[config.mk]
export PLATFORM = sky130hd
export DESIGN_NAME = coin_accumulator
export DESIGN_NICKNAME = d
export VERILOG_FILES = /design/src/rtl/coin_accumulator.sv
export SDC_FILE = /design/constraint.sdc
export NUM_CORES = 1
export LEC_CHECK = 0
export BUFFER_PORTS_ARGS = -buffer_cell sky130_fd_sc_hd__buf_2
export CAP_MARGIN = 10
export CORE_MARGIN = 5
export CORE_UTILIZATION = 49
export CTS_BUF_LIST = sky130_fd_sc_hd__clkbuf_4
export CTS_CLUSTER_SIZE = 28
export DETAILED_ROUTE_END_ITERATION = 8
export PLACE_DENSITY = 0.71
export SYNTH_ARGS = -nofsm -noshare
export SYNTH_HDL_FRONTEND = slang
export SYNTH_SLANG_ARGS = --single-unit
[constraint.sdc]
create_clock -name clk -period 8.1 [get_ports clk]
set_clock_uncertainty 0.1 [all_clocks]
set_input_delay 0.81 -clock clk [delete_from_list [all_inputs] [get_ports clk]]
set_output_delay 0.81 -clock clk [all_outputs]
set_load 0.005 [all_outputs]
[src/rtl/coin_accumulator.sv]
// coin_accumulator
//   Counts nickels, dimes and quarters into a running credit (cents).
//   When the credit reaches PRICE it pulses vend. Any overpayment or a
//   cancel refund is offered as a change amount on a valid/ready handshake.
//
// Parameters:
//   PRICE      - item price in cents (multiple of 5, 5..MAX_CREDIT)
//   MAX_CREDIT - highest credit accepted (multiple of 5, <= 70)
//
// Ports:
//   clk           rising-edge clock
//   reset         synchronous active-high reset
//   coin_valid    one-cycle pulse per inserted coin
//   coin_type     00 nickel, 01 dime, 10 quarter, 11 invalid
//   cancel        one-cycle refund request
//   change_ready  downstream accepts the change value
//   credit        accumulated credit in cents
//   vend          one-cycle pulse: item paid
//   change        change/refund amount, valid while change_valid is high
//   change_valid  change offer pending
//   coin_reject   one-cycle pulse: sampled coin returned without credit
//   busy          high while a change offer is pending
module coin_accumulator #(
  parameter int unsigned PRICE      = 50,
  parameter int unsigned MAX_CREDIT = 70
) (
  input  logic       clk,
  input  logic       reset,
  input  logic       coin_valid,
  input  logic [1:0] coin_type,
  input  logic       cancel,
  input  logic       change_ready,
  output logic [7:0] credit,
  output logic       vend,
  output logic [7:0] change,
  output logic       change_valid,
  output logic       coin_reject,
  output logic       busy
);

  localparam logic [7:0] PRICE_C = 8'(PRICE);
  localparam logic [7:0] MAX_C   = 8'(MAX_CREDIT);

  typedef enum logic {
    ACCEPT = 1'b0,
    CHANGE = 1'b1
  } state_t;

  state_t     state_q, state_d;
  logic [7:0] credit_q, credit_d;
  logic       vend_q, vend_d;
  logic [7:0] change_q, change_d;
  logic       change_valid_q, change_valid_d;
  logic       coin_reject_q, coin_reject_d;

  logic [7:0] coin_val;
  logic       coin_ok;
  logic [7:0] sum;

  always_comb begin
    coin_val = '0;
    coin_ok  = 1'b1;
    case (coin_type)
      2'b00:   coin_val = 8'd5;
      2'b01:   coin_val = 8'd10;
      2'b10:   coin_val = 8'd25;
      default: coin_ok  = 1'b0;
    endcase
  end

  // credit <= 70 and coin <= 25, so the 8-bit sum cannot wrap
  assign sum = credit_q + coin_val;

  always_comb begin
    state_d        = state_q;
    credit_d       = credit_q;
    vend_d         = 1'b0;
    change_d       = change_q;
    change_valid_d = change_valid_q;
    coin_reject_d  = 1'b0;

    case (state_q)
      ACCEPT: begin
        if (cancel) begin
          // a coin arriving with cancel is always returned
          coin_reject_d = coin_valid;
          if (credit_q != '0) begin
            change_d       = credit_q;
            change_valid_d = 1'b1;
            credit_d       = '0;
            state_d        = CHANGE;
          end
        end else if (coin_valid) begin
          if (!coin_ok || sum > MAX_C) begin
            coin_reject_d = 1'b1;
          end else if (sum < PRICE_C) begin
            credit_d = sum;
          end else if (sum == PRICE_C) begin
            vend_d   = 1'b1;
            credit_d = '0;
          end else begin
            vend_d         = 1'b1;
            credit_d       = '0;
            change_d       = sum - PRICE_C;
            change_valid_d = 1'b1;
            state_d        = CHANGE;
          end
        end
      end
      CHANGE: begin
        coin_reject_d = coin_valid;
        if (change_ready) begin
          change_d       = '0;
          change_valid_d = 1'b0;
          state_d        = ACCEPT;
        end
      end
      default: state_d = ACCEPT;
    endcase
  end

  always_ff @(posedge clk) begin
    if (reset) begin
      state_q        <= ACCEPT;
      credit_q       <= '0;
      vend_q         <= 1'b0;
      change_q       <= '0;
      change_valid_q <= 1'b0;
      coin_reject_q  <= 1'b0;
    end else begin
      state_q        <= state_d;
      credit_q       <= credit_d;
      vend_q         <= vend_d;
      change_q       <= change_d;
      change_valid_q <= change_valid_d;
      coin_reject_q  <= coin_reject_d;
    end
  end

  assign credit       = credit_q;
  assign vend         = vend_q;
  assign change       = change_q;
  assign change_valid = change_valid_q;
  assign coin_reject  = coin_reject_q;
  assign busy         = (state_q == CHANGE);

endmodule

* After elaboration in Yosys (flattened, before gate mapping) *
Cells that the tools add are included.

operators by class
  $add $sub $neg = 2
  $lt $le $gt $ge = 2
  eq/ne operators = 11
  muxes and demuxes = 36
  bitwise operators = 2
  reduce and logical (&&, ||, !) cells = 9

operators by type and width
  cell                                                                             count
  8-bit two-way mux                                                                12
  1-bit two-way mux                                                                19
  8-bit case mux with 2 select lines                                               1
  3-bit inequality test, second input constant                                     5
  5-bit case mux with 3 select lines                                               1
  8-bit adder                                                                      1
  8-bit by 6-bit equality test with 1-bit output, second input constant            1
  8-bit by 7-bit greater-than comparator with 1-bit output, second input constant  1
  8-bit by 6-bit less-than comparator with 1-bit output, second input constant     1
  8-bit nonzero test                                                               1
  8-bit by 6-bit subtractor with 8-bit output, second input constant               1
  1-bit case mux with 2 select lines                                               3
  6-bit AND reduction                                                              1
  5-bit OR reduction                                                               1
  2-bit inequality test, second input constant                                     2
  4-bit AND reduction                                                              1
  3-bit OR reduction                                                               1
  2-bit by 1-bit equality test with 1-bit output, second input constant            1
  2-bit equality test, second input constant                                       1
  2-bit zero test                                                                  1
  2-bit by 1-bit inequality test with 1-bit output, second input constant          1
  1-bit inverter                                                                   2
  2-bit nonzero test                                                               1
  1-bit zero test                                                                  1
  1-bit logical OR                                                                 1

storage, ports and cells
  register bits after elaboration = 20
  input port bits = 7
  output and inout bits = 20

* Logic depth before layout (Yosys ltp) *
Gate-level depths: netlist (run 1).

  word-level depth = 10
  depth in mapped cells = 12

* Worst setup path after synthesis (run 1) *
Ideal clock, no wire load.

  path type = input to register
  from = in coin_type[0]
  to = reg change_q[0] (netlist: change[0])
  setup time = 0.137 ns
  arrival time = 3.060 ns
  setup slack = 4.803 ns
  stages on the path = 10
  cells stage by stage = inv_1 -> ha_1 -> fa_1 -> a21o_1 -> a21oi_2 -> xnor2_1 -> or4b_4 -> o32ai_4 -> a211o_2 -> o32ai_2

on the way
  longest elaborated chain between the ends = 10
  elaborated cells between the ends (all ways) = 23
  those cells by class = add/sub (2); order compare (2); eq/ne (6); mux (8); reduce/logical (5)

ends and longest elaborated chain
  what                                               RTL line  source
  start: declaration                                 30        input logic [1:0] coin_type,
  2-bit equality test, or another cell as far along  63        case (coin_type)
  5-bit case mux with 3 select lines                 63
  8-bit adder                                        72        assign sum = credit_q + coin_val;
  8-bit by 6-bit subtractor with 8-bit output        104       change_d = sum - PRICE_C;
  8-bit two-way mux                                  98        end else if (sum == PRICE_C) begin
  8-bit two-way mux                                  96        end else if (sum < PRICE_C) begin
  8-bit two-way mux                                  94        if (!coin_ok || sum > MAX_C) begin
  8-bit two-way mux                                  93        end else if (coin_valid) begin
  8-bit two-way mux                                  84        if (cancel) begin
  8-bit case mux with 2 select lines                 82        case (state_q)
  end signal: assignment                             134       change_q <= change_d;
  end: declaration                                   52        logic [7:0] change_q, change_d;

Parallel ways exist; a longest one is shown, timed or not. The select of a mux whose other input is x is not followed.
A chain may end at the register's enable or synchronous reset.

* Worst setup path in the final report (run 1) *
  from = in coin_type[0]
  to = reg credit_q[5] (netlist: credit[5])

on the way
  longest elaborated chain between the ends = 8
  elaborated cells between the ends (all ways) = 17
  those cells by class = add/sub (1); order compare (2); eq/ne (3); mux (6); reduce/logical (5)

ends and longest elaborated chain
  what                                                   RTL line  source
  2-bit equality test, or another cell as far along      63
  5-bit case mux with 3 select lines                     63
  8-bit adder                                            72
  8-bit by 6-bit less-than comparator with 1-bit output  96
  8-bit two-way mux                                      96
  8-bit two-way mux                                      94
  8-bit two-way mux                                      93
  8-bit two-way mux                                      84
  end signal: assignment                                 132       credit_q <= credit_d;
  end: declaration                                       50        logic [7:0] credit_q, credit_d;

Parallel ways exist; a longest one is shown, timed or not. The select of a mux whose other input is x is not followed.

==> run_results.csv, run 1 <==
group,metric,value,unit
route,vias,1409,
timing,fin_ws,4.72,ns
yosys,synth-seq-area-share,0.255,
finish,finalNetCount,219,
grt,grt_pass1_wl,6890,um
yosys,synth_top_area_frac,0.255,
route,ant_nets,0,
yosys,synthFlopType,"dfxtp_1",
finish,stdcell_count,243,
place,io_buffers,26,
finish,area_growth,13.4,%
yosys,ys_types,53,
worst_hold_path,hold_class,"flop to flop",
critical_path,cp-end-kind,"flop",
route,detail_route.vias_per_cell,5.80,
critical_path,cp.arrival,3.53,ns
timing,fin_setup_tns,0,ns
finish,regArea,400,sq um
yosys,syn_area_per_cell,9.04,sq um
timing,hold_violations,0,
floorplanning,core_area,3080,sq um
critical_path,worstSetupPathType,"input pin to flop",
critical_path,required,8.25,ns
job,maxCapViolations,0,
floorplanning,io_pins,27,
place,place_inst,239,
cts,htreeDepth,1,
cts,clk_pin_slew,0.14,ns
power,power.density,148,nW/um^2
place,dp_hpwl,3090,um
yosys,synth_seq_cells,20,
cts,cts_tree,"yes",
finish,drive_gt1_frac,0.281,
yosys,syn-cell-area,1570,sq um
yosys,synth.area.top_cells,"dfxtp_1 (25%), ha_1 (8.8%), o32ai_2 (8.3%)",
yosys,synth_edf_count,0,
place,dp_slack,4.43,ns
cts,clock-sinks,20,
run_status,status,"completed",
timing,slew_violations,0,
grt,overflow,0,
place,gp_congestion,0.880,
timing,rsz0062_at_grt,"false",
finish,fill_cells,304,
yosys,synth_most_common_cell,"dfxtp_1",
grt,track_usage,0.201,
timing,relSlewSlack,0.532,
finish,antennaDiodeCount,0,
yosys,yosysWarningCount,0,
route,drt_iter0_drc,68,
route,drt-total-wl,3960,um
floorplanning,initial_utilization,0.511,
yosys,synth_cells,174,
critical_path,crit_path_start_kind,"input pin",
yosys,synth_nets,193,
yosys,async_flop_share,0,
grt,grt_antenna_before_repair,0,
power,ir_worst_vdd,0.0617,mV
timing,worstMarginPinSlew,0.696,ns
cts,postCtsSetupBuffers,0,
route,dr.pass1.iters,4,
grt,grt_pass1_vias,1404,
route,drcViolationCount,0,
cts,worstSkewPairLatency,0.32,ns
grt,grt_max_degree,23,
floorplanning,dieHeight,66.7,um
cts,cts_buffers,3,
floorplanning,dieArea,4440,sq um
route,wl_per_cell,16.3,um
yosys,synthTopCellsByCount,"dfxtp_1 (20), inv_1 (18), nor2_1 (13)",
timing,period_share,0.418,
floorplanning,fp.dieW,66.7,um
cts,post_cts_resized,0,
timing,max_freq,295,MHz
timing,whs,0.361,ns
timing,period_needed,3.38,ns
power,power.leakage,0.734,nW
floorplanning,std_cell_rows,20,
cts,root_buffer,"clkbuf_4",
finish,multi_input_area,1080,sq um
timing,finalSetupViolCount,0,
cts,postCtsHoldBufs,0,
critical_path,cp_max_fo,6,
cts,cts_buffer_depth,2,
yosys,synth_top_cell_by_area,"dfxtp_1",
-- state kept, by name, summed over array words and instances (netlist names) --
register      cells
credit            8
change            8
change_valid      1
busy              1
vend              1
coin_reject       1
-- routing by layer --
metal / vias up / share of wire / track usage
li1: 696 / - / -
met1: 652 / 0.44 / 0.259
met2: 53 / 0.49 / 0.337
met3: 8 / 0.053 / 0.0287
met4: 0 / 0.020 / 0.0736
met5: - / 0 / 0
-- worst max-delay path: stages --
cell       delay [ns]
buf_2            0.10
inv_1            0.07
ha_1             0.25
fa_1             0.43
a21o_1           0.23
o2bb2ai_1        0.19
xnor2_2          0.30
o311ai_1         0.25
nor4b_2          0.55
o211ai_1         0.22
o31ai_1          0.12
-- per-stage QoR --
step            util  area (sq um)  power (mW)
2_1_floorplan      -          1570       0.160
3_3_place_gp   0.563          1730       0.177
3_5_place_dp   0.563          1730       0.179
4_1_cts        0.580          1780       0.264
5_1_grt        0.580          1780       0.276
6_report       0.580          1780       0.264
-- cells by family after synthesis --
| group | count (synthesis) | synth area share |
|---|---|---|
| AND/OR/NAND/NOR | 52 | 0.193 |
| XOR/XNOR | 7 | 0.0438 |
| adder cells (fa/ha/maj) | 12 | 0.100 |
| flip-flops | 20 | 0.255 |
| buffers and inverters | 23 | 0.0597 |
| AO/OA/AOI/OAI | 57 | 0.329 |
| multiplexers | 3 | 0.0191 |
-- cell type report --
type,instances,share of cell area
flip-flops and latches,20,0.224
inverters,18,0.0379
multi-input cells,131,0.604
repair buffers,26,0.0729
clock inverters,1,0.0168
well taps,44,0.0309
clock buffers,3,0.0126
-- path summary, 6_finish.rpt --
path             endpoint  slack, ns  depth (start not counted)         start
max             credit[5]       4.72                         11  coin_type[0]
max reg2reg     credit[5]       4.97                          9     credit[0]
min reg2reg  change_valid       0.36                          2  change_valid
min          change_valid       0.36                          2  change_valid
-- cells in the final DEF, fill, tap and decap left out, types with 2 or more instances in the layout --
cell type  synthesis  routed
a21oi_2            2       2
ha_1              11      11
a21oi_1            8       8
o32ai_2            8       8
o31ai_1            2       2
nand2_1            7       7
o211ai_1           8       8
nand2b_1           7       7
nor2_1            13      13
mux2i_1            3       3
or4_1              3       3
dfxtp_1           20      20
o2bb2ai_1          2       2
nor3_1             5       5
nor2b_1            2       2
nand3_1            2       2
a311oi_1           2       2
a211oi_2           2       2
inv_1             18      18
o21ai_0            8       8
xnor2_1            4       4
a21o_1             2       2
xor2_1             2       2
clkbuf_4           0       3
buf_2              0      26
-- power by group --
group	leakage [nW]	switching (mW)	internal, mW
logic	0.544	0.0437	0.0270
clock network	0.0279	0.0362	0.0501
registers	0.162	0.00401	0.103
(Power assumes the default switching activity.)
==> inputs of run 2 (changes only) <==
--- a/config.mk
+++ b/config.mk
@@ -12,7 +12,7 @@
 export CTS_BUF_LIST = sky130_fd_sc_hd__clkbuf_4
 export CTS_CLUSTER_SIZE = 28
 export DETAILED_ROUTE_END_ITERATION = 8
-export PLACE_DENSITY = 0.71
+export PLACE_DENSITY = 0.74
 export SYNTH_ARGS = -nofsm -noshare
 export SYNTH_HDL_FRONTEND = slang
 export SYNTH_SLANG_ARGS = --single-unit
==> constraint.sdc (replaced) <==
create_clock -name clk -period 3 [get_ports clk]
set_clock_uncertainty 0.1 [all_clocks]
set_input_delay 0.3 -clock clk [delete_from_list [all_inputs] [get_ports clk]]
set_output_delay 0.3 -clock clk [all_outputs]
set_load 0.005 [all_outputs]
==> run_results.csv, run 2 (same netlist as run 1, synthesis figures left out) <==
group,metric,value,unit
finish,regArea,402,sq um
route,wl_per_cell,17.0,um
cts,htreeDepth,1,
finish,finalNetCount,230,
timing,rsz0062_at_grt,"false",
critical_path,worstSetupPathType,"flop to flop",
floorplanning,initial_utilization,0.511,
route,drt_iter0_drc,90,
worst_hold_path,hold_class,"input pin to flop",
finish,fill_cells,274,
critical_path,required,3.13,ns
route,ant_nets,0,
timing,max_freq,346,MHz
finish,drive_gt1_frac,0.338,
power,ir_worst_vdd,0.189,mV
place,gp_congestion,0.860,
critical_path,cp.arrival,3.02,ns
cts,cts_tree,"yes",
job,maxCapViolations,0,
timing,period_share,0.964,
critical_path,crit_path_start_kind,"flop",
grt,overflow,0,
power,power.leakage,0.797,nW
finish,multi_input_area,1120,sq um
cts,worstSkewPairLatency,0.31,ns
power,power.density,383,nW/um^2
cts,postCtsHoldBufs,0,
timing,finalSetupViolCount,0,
floorplanning,dieHeight,66.7,um
run_status,status,"completed",
timing,hold_violations,0,
cts,clk_pin_slew,0.13,ns
route,drt-total-wl,4310,um
finish,antennaDiodeCount,0,
floorplanning,io_pins,27,
timing,relSlewSlack,0.517,
finish,area_growth,20.8,%
floorplanning,fp.dieW,66.7,um
finish,finish.utilization,0.617,
grt,track_usage,0.208,
critical_path,cp_max_fo,4,
timing,worstMarginPinSlew,0.713,ns
grt,grt_pass1_vias,1496,
timing,whs,0.118,ns
route,drcViolationCount,0,
grt,grt_antenna_before_repair,0,
route,vias,1527,
route,dr.pass1.iters,4,
cts,clock-sinks,20,
cts,post_cts_resized,0,
grt,grt_max_degree,23,
cts,postCtsSetupBuffers,0,
floorplanning,std_cell_rows,20,
timing,slew_violations,0,
finish,layout_common_cells,"buf_2 (26), dfxtp_1 (19), inv_1 (18)",
place,io_buffers,26,
cts,root_buffer,"clkbuf_4",
critical_path,cp-end-kind,"flop",
timing,period_needed,2.89,ns
floorplanning,core_area,3080,sq um
cts,cts_buffers,3,
cts,cts_buffer_depth,2,
place,dp_hpwl,3240,um
finish,final_common_cell,"buf_2",
route,detail_route.vias_per_cell,6.01,
grt,grt_pass1_wl,7110,um
floorplanning,dieArea,4440,sq um
run 2: area by class of cell:
class	count	share of cell area
Sequential cell	20	0.211
Timing Repair Buffer	36	0.108
Inverter	18	0.0355
Multi-Input combinational cell	132	0.589
Tap cell	44	0.0290
Clock inverter	1	0.0158
Clock buffer	3	0.0118
run 2: metal layers:
metal,up-vias,track usage,share of wire
li1,716,-,-
met1,730,0.251,0.39
met2,67,0.358,0.50
met3,14,0.0304,0.080
met4,0,0.0990,0.029
met5,-,0,0
run 2: power by group:
group	leakage [nW]	total [mW]	internal [mW]	switching (mW)
sequential	0.162	0.288	0.278	0.0105
clock	0.0279	0.229	0.135	0.0935
combinational	0.606	0.212	0.0855	0.126
run 2: path summary, 6_finish.rpt:
check                           slack (ns)      endpoint  cells past startpoint          from
worst min register to register        0.38  change_valid                      2  change_valid
worst max register to register        0.11     change[2]                      9     credit[0]
worst min-delay path                  0.12   coin_reject                      3    coin_valid
worst max-delay path                  0.11     change[2]                      9     credit[0]
run 2: worst max-delay path, stage by stage, from the launching register on:
cell and delay, ns:
dfxtp_1 0.34, ha_1 0.21, fa_2 0.38, a21o_1 0.23, a21oi_2 0.18, xnor2_1 0.11, or4b_4 0.57, o32ai_4 0.23
a21oi_2 0.18, o32ai_2 0.28
run 2: through the flow:
stage               worst slack, ns  TNS [ns]  instances  total power, mW  instance area (sq um)
finish                        0.107         0        254            0.728                   1900
global placement            -0.0352    -0.148        249            0.486                   1810
global route                 0.0133         0        254            0.767                   1900
floorplan                     0.213         0        174            0.433                   1570
CTS                          0.0624         0        253            0.719                   1860
detailed placement           -0.114    -0.909        249            0.494                   1810
==> inputs of run 3 (changes only) <==
--- a/config.mk
+++ b/config.mk
@@ -7,12 +7,12 @@
 export LEC_CHECK = 0
 export BUFFER_PORTS_ARGS = -buffer_cell sky130_fd_sc_hd__buf_2
 export CAP_MARGIN = 10
+export CORE_ASPECT_RATIO = 0.7
 export CORE_MARGIN = 5
-export CORE_UTILIZATION = 49
+export CORE_UTILIZATION = 30
 export CTS_BUF_LIST = sky130_fd_sc_hd__clkbuf_4
 export CTS_CLUSTER_SIZE = 28
 export DETAILED_ROUTE_END_ITERATION = 8
-export PLACE_DENSITY = 0.74
 export SYNTH_ARGS = -nofsm -noshare
 export SYNTH_HDL_FRONTEND = slang
 export SYNTH_SLANG_ARGS = --single-unit
==> run_results.csv, run 3 (same netlist as run 1, synthesis figures left out) <==
group,metric,value,unit
cts,cts_buffers,3,
cts,cts_tree,"yes",
grt,grt_max_degree,23,
timing,relSlewSlack,0.507,
finish,stdcell_count,291,
critical_path,required,3.12,ns
floorplanning,io_pins,27,
finish,drive_gt1_frac,0.352,
cts,clock-sinks,20,
grt,grt_pass1_vias,1367,
finish,area_growth,25.8,%
finish,antennaDiodeCount,0,
worst_hold_path,hold_path.startpoint,"coin_valid",
place,dpl_cell_area,1910,sq um
timing,whs,0.133,ns
place,gp_congestion,0.881,
route,wl_per_cell,14.7,um
timing,hold_violations,0,
critical_path,crit_path_start_kind,"flop",
grt,overflow,0,
grt,track_usage,0.132,
cts,cts_buffer_depth,2,
run_status,status,"completed",
route,detail_route.vias_per_cell,4.93,
power,ir_worst_vdd,0.173,mV
route,drt_iter0_drc,132,
finish,fill_cells,573,
timing,period_needed,2.85,ns
timing,finalSetupViolCount,0,
floorplanning,dieArea,6810,sq um
critical_path,worstSetupPathType,"flop to flop",
critical_path,timing.rr.end,"change[3]",
finish,final_common_cell,"buf_2",
route,drcViolationCount,0,
timing,max_freq,351,MHz
finish,finalNetCount,239,
timing,slew_violations,0,
route,drt-total-wl,4270,um
critical_path,ff2ff_setup_slack,0.15,ns
grt,grt_pass1_wl,6970,um
floorplanning,dieHeight,70.6,um
critical_path,cp-end-kind,"flop",
critical_path,cp.arrival,2.97,ns
finish,fin_area,1980,sq um
floorplanning,fp.dieW,96.5,um
critical_path,r2r_cells,9,
floorplanning,initial_utilization,0.304,
critical_path,cp_max_fo,4,
floorplanning,std_cell_rows,22,
cts,htreeDepth,1,
power,power.density,326,nW/um^2
route,vias,1436,
timing,worstMarginPinSlew,0.728,ns
floorplanning,core_area,5170,sq um
cts,clk_pin_slew,0.13,ns
worst_hold_path,holdPathStages,3,
route,dr.pass1.iters,4,
job,maxCapViolations,0,
critical_path,r2r_start,"credit[0]",
power,power.leakage,0.827,nW
finish,layout_common_cells,"buf_2 (26), dfxtp_1 (20), buf_4 (19)",
cts,root_buffer,"clkbuf_4",
grt,grt_antenna_before_repair,0,
place,dp_hpwl,3410,um
timing,period_share,0.951,
place,place_inst,286,
timing,rsz0062_at_grt,"false",
cts,postCtsSetupBuffers,0,
worst_hold_path,min_delay_worst_endpoint,"coin_reject",
cts,worstSkewPairLatency,0.31,ns
worst_hold_path,hold_class,"input pin to flop",
route,ant_nets,0,
place,io_buffers,26,
==> run 3: worst max-delay path by stage <==
stage	startpoint	end
floorplan	coin_type[0]	change[0]
finish	credit[0]	change[3]
detailed placement	coin_type[1]	credit[3]
global placement	coin_type[0]	change[1]
CTS	credit[0]	credit[3]
global route	credit[0]	change[0]
==> run 3: through the flow <==
| stage | util | worst slack, ns | total power [mW] | TNS [ns] |
|---|---|---|---|---|
| floorplan | - | 0.213 | 0.433 | 0 |
| global placement | 0.369 | -0.0873 | 0.504 | -1.06 |
| detailed placement | 0.369 | -0.115 | 0.505 | -1.22 |
| CTS | 0.374 | 0.0807 | 0.648 | 0 |
| global route | 0.382 | 0.0425 | 0.690 | 0 |
| finish | 0.382 | 0.148 | 0.646 | 0 |
==> run 3: where the power goes <==
part	leakage (nW)	switching [mW]	total [mW]	internal [mW]
combinational	0.650	0.129	0.222	0.0934
clock	0.0154	0.0882	0.137	0.0485
sequential	0.162	0.00952	0.287	0.277
total	0.827	0.226	0.646	0.419
==> run 3: area by class of cell <==
cell class                      instances  area, sq um  area share
Multi-Input combinational cell        132         1120       0.567
Sequential cell                        20          400       0.202
Timing Repair Buffer                   45          273       0.138
Tap cell                               72         90.1      0.0455
Inverter                               18         67.6      0.0342
Clock buffer                            3         22.5      0.0114
Clock inverter                          1         3.75     0.00190
==> run 3: what timing repair did <==
action | in CTS | in global routing
endpoints found under the setup margin | 0 | 14
hold buffers | 0 | 0
resized for setup | 0 | 5
==> run 3: critical path: stages, from the launching register on <==
cell	delay (ns)
dfxtp_1	0.33
ha_1	0.21
fa_2	0.37
a21o_1	0.25
a21oi_4	0.17
xnor2_1	0.11
or4b_4	0.57
o32ai_4	0.23
a21oi_2	0.18
o32ai_2	0.26
==> run 3: layer usage <==
metal | global-route usage | wire length (um) | vias up
li1 | - | - | 736
met1 | 0.217 | 2320 | 664
met2 | 0.175 | 1590 | 36
met3 | 0.0340 | 362 | 0
met4 | 0.00933 | 0 | 0
met5 | 0 | 0 | -
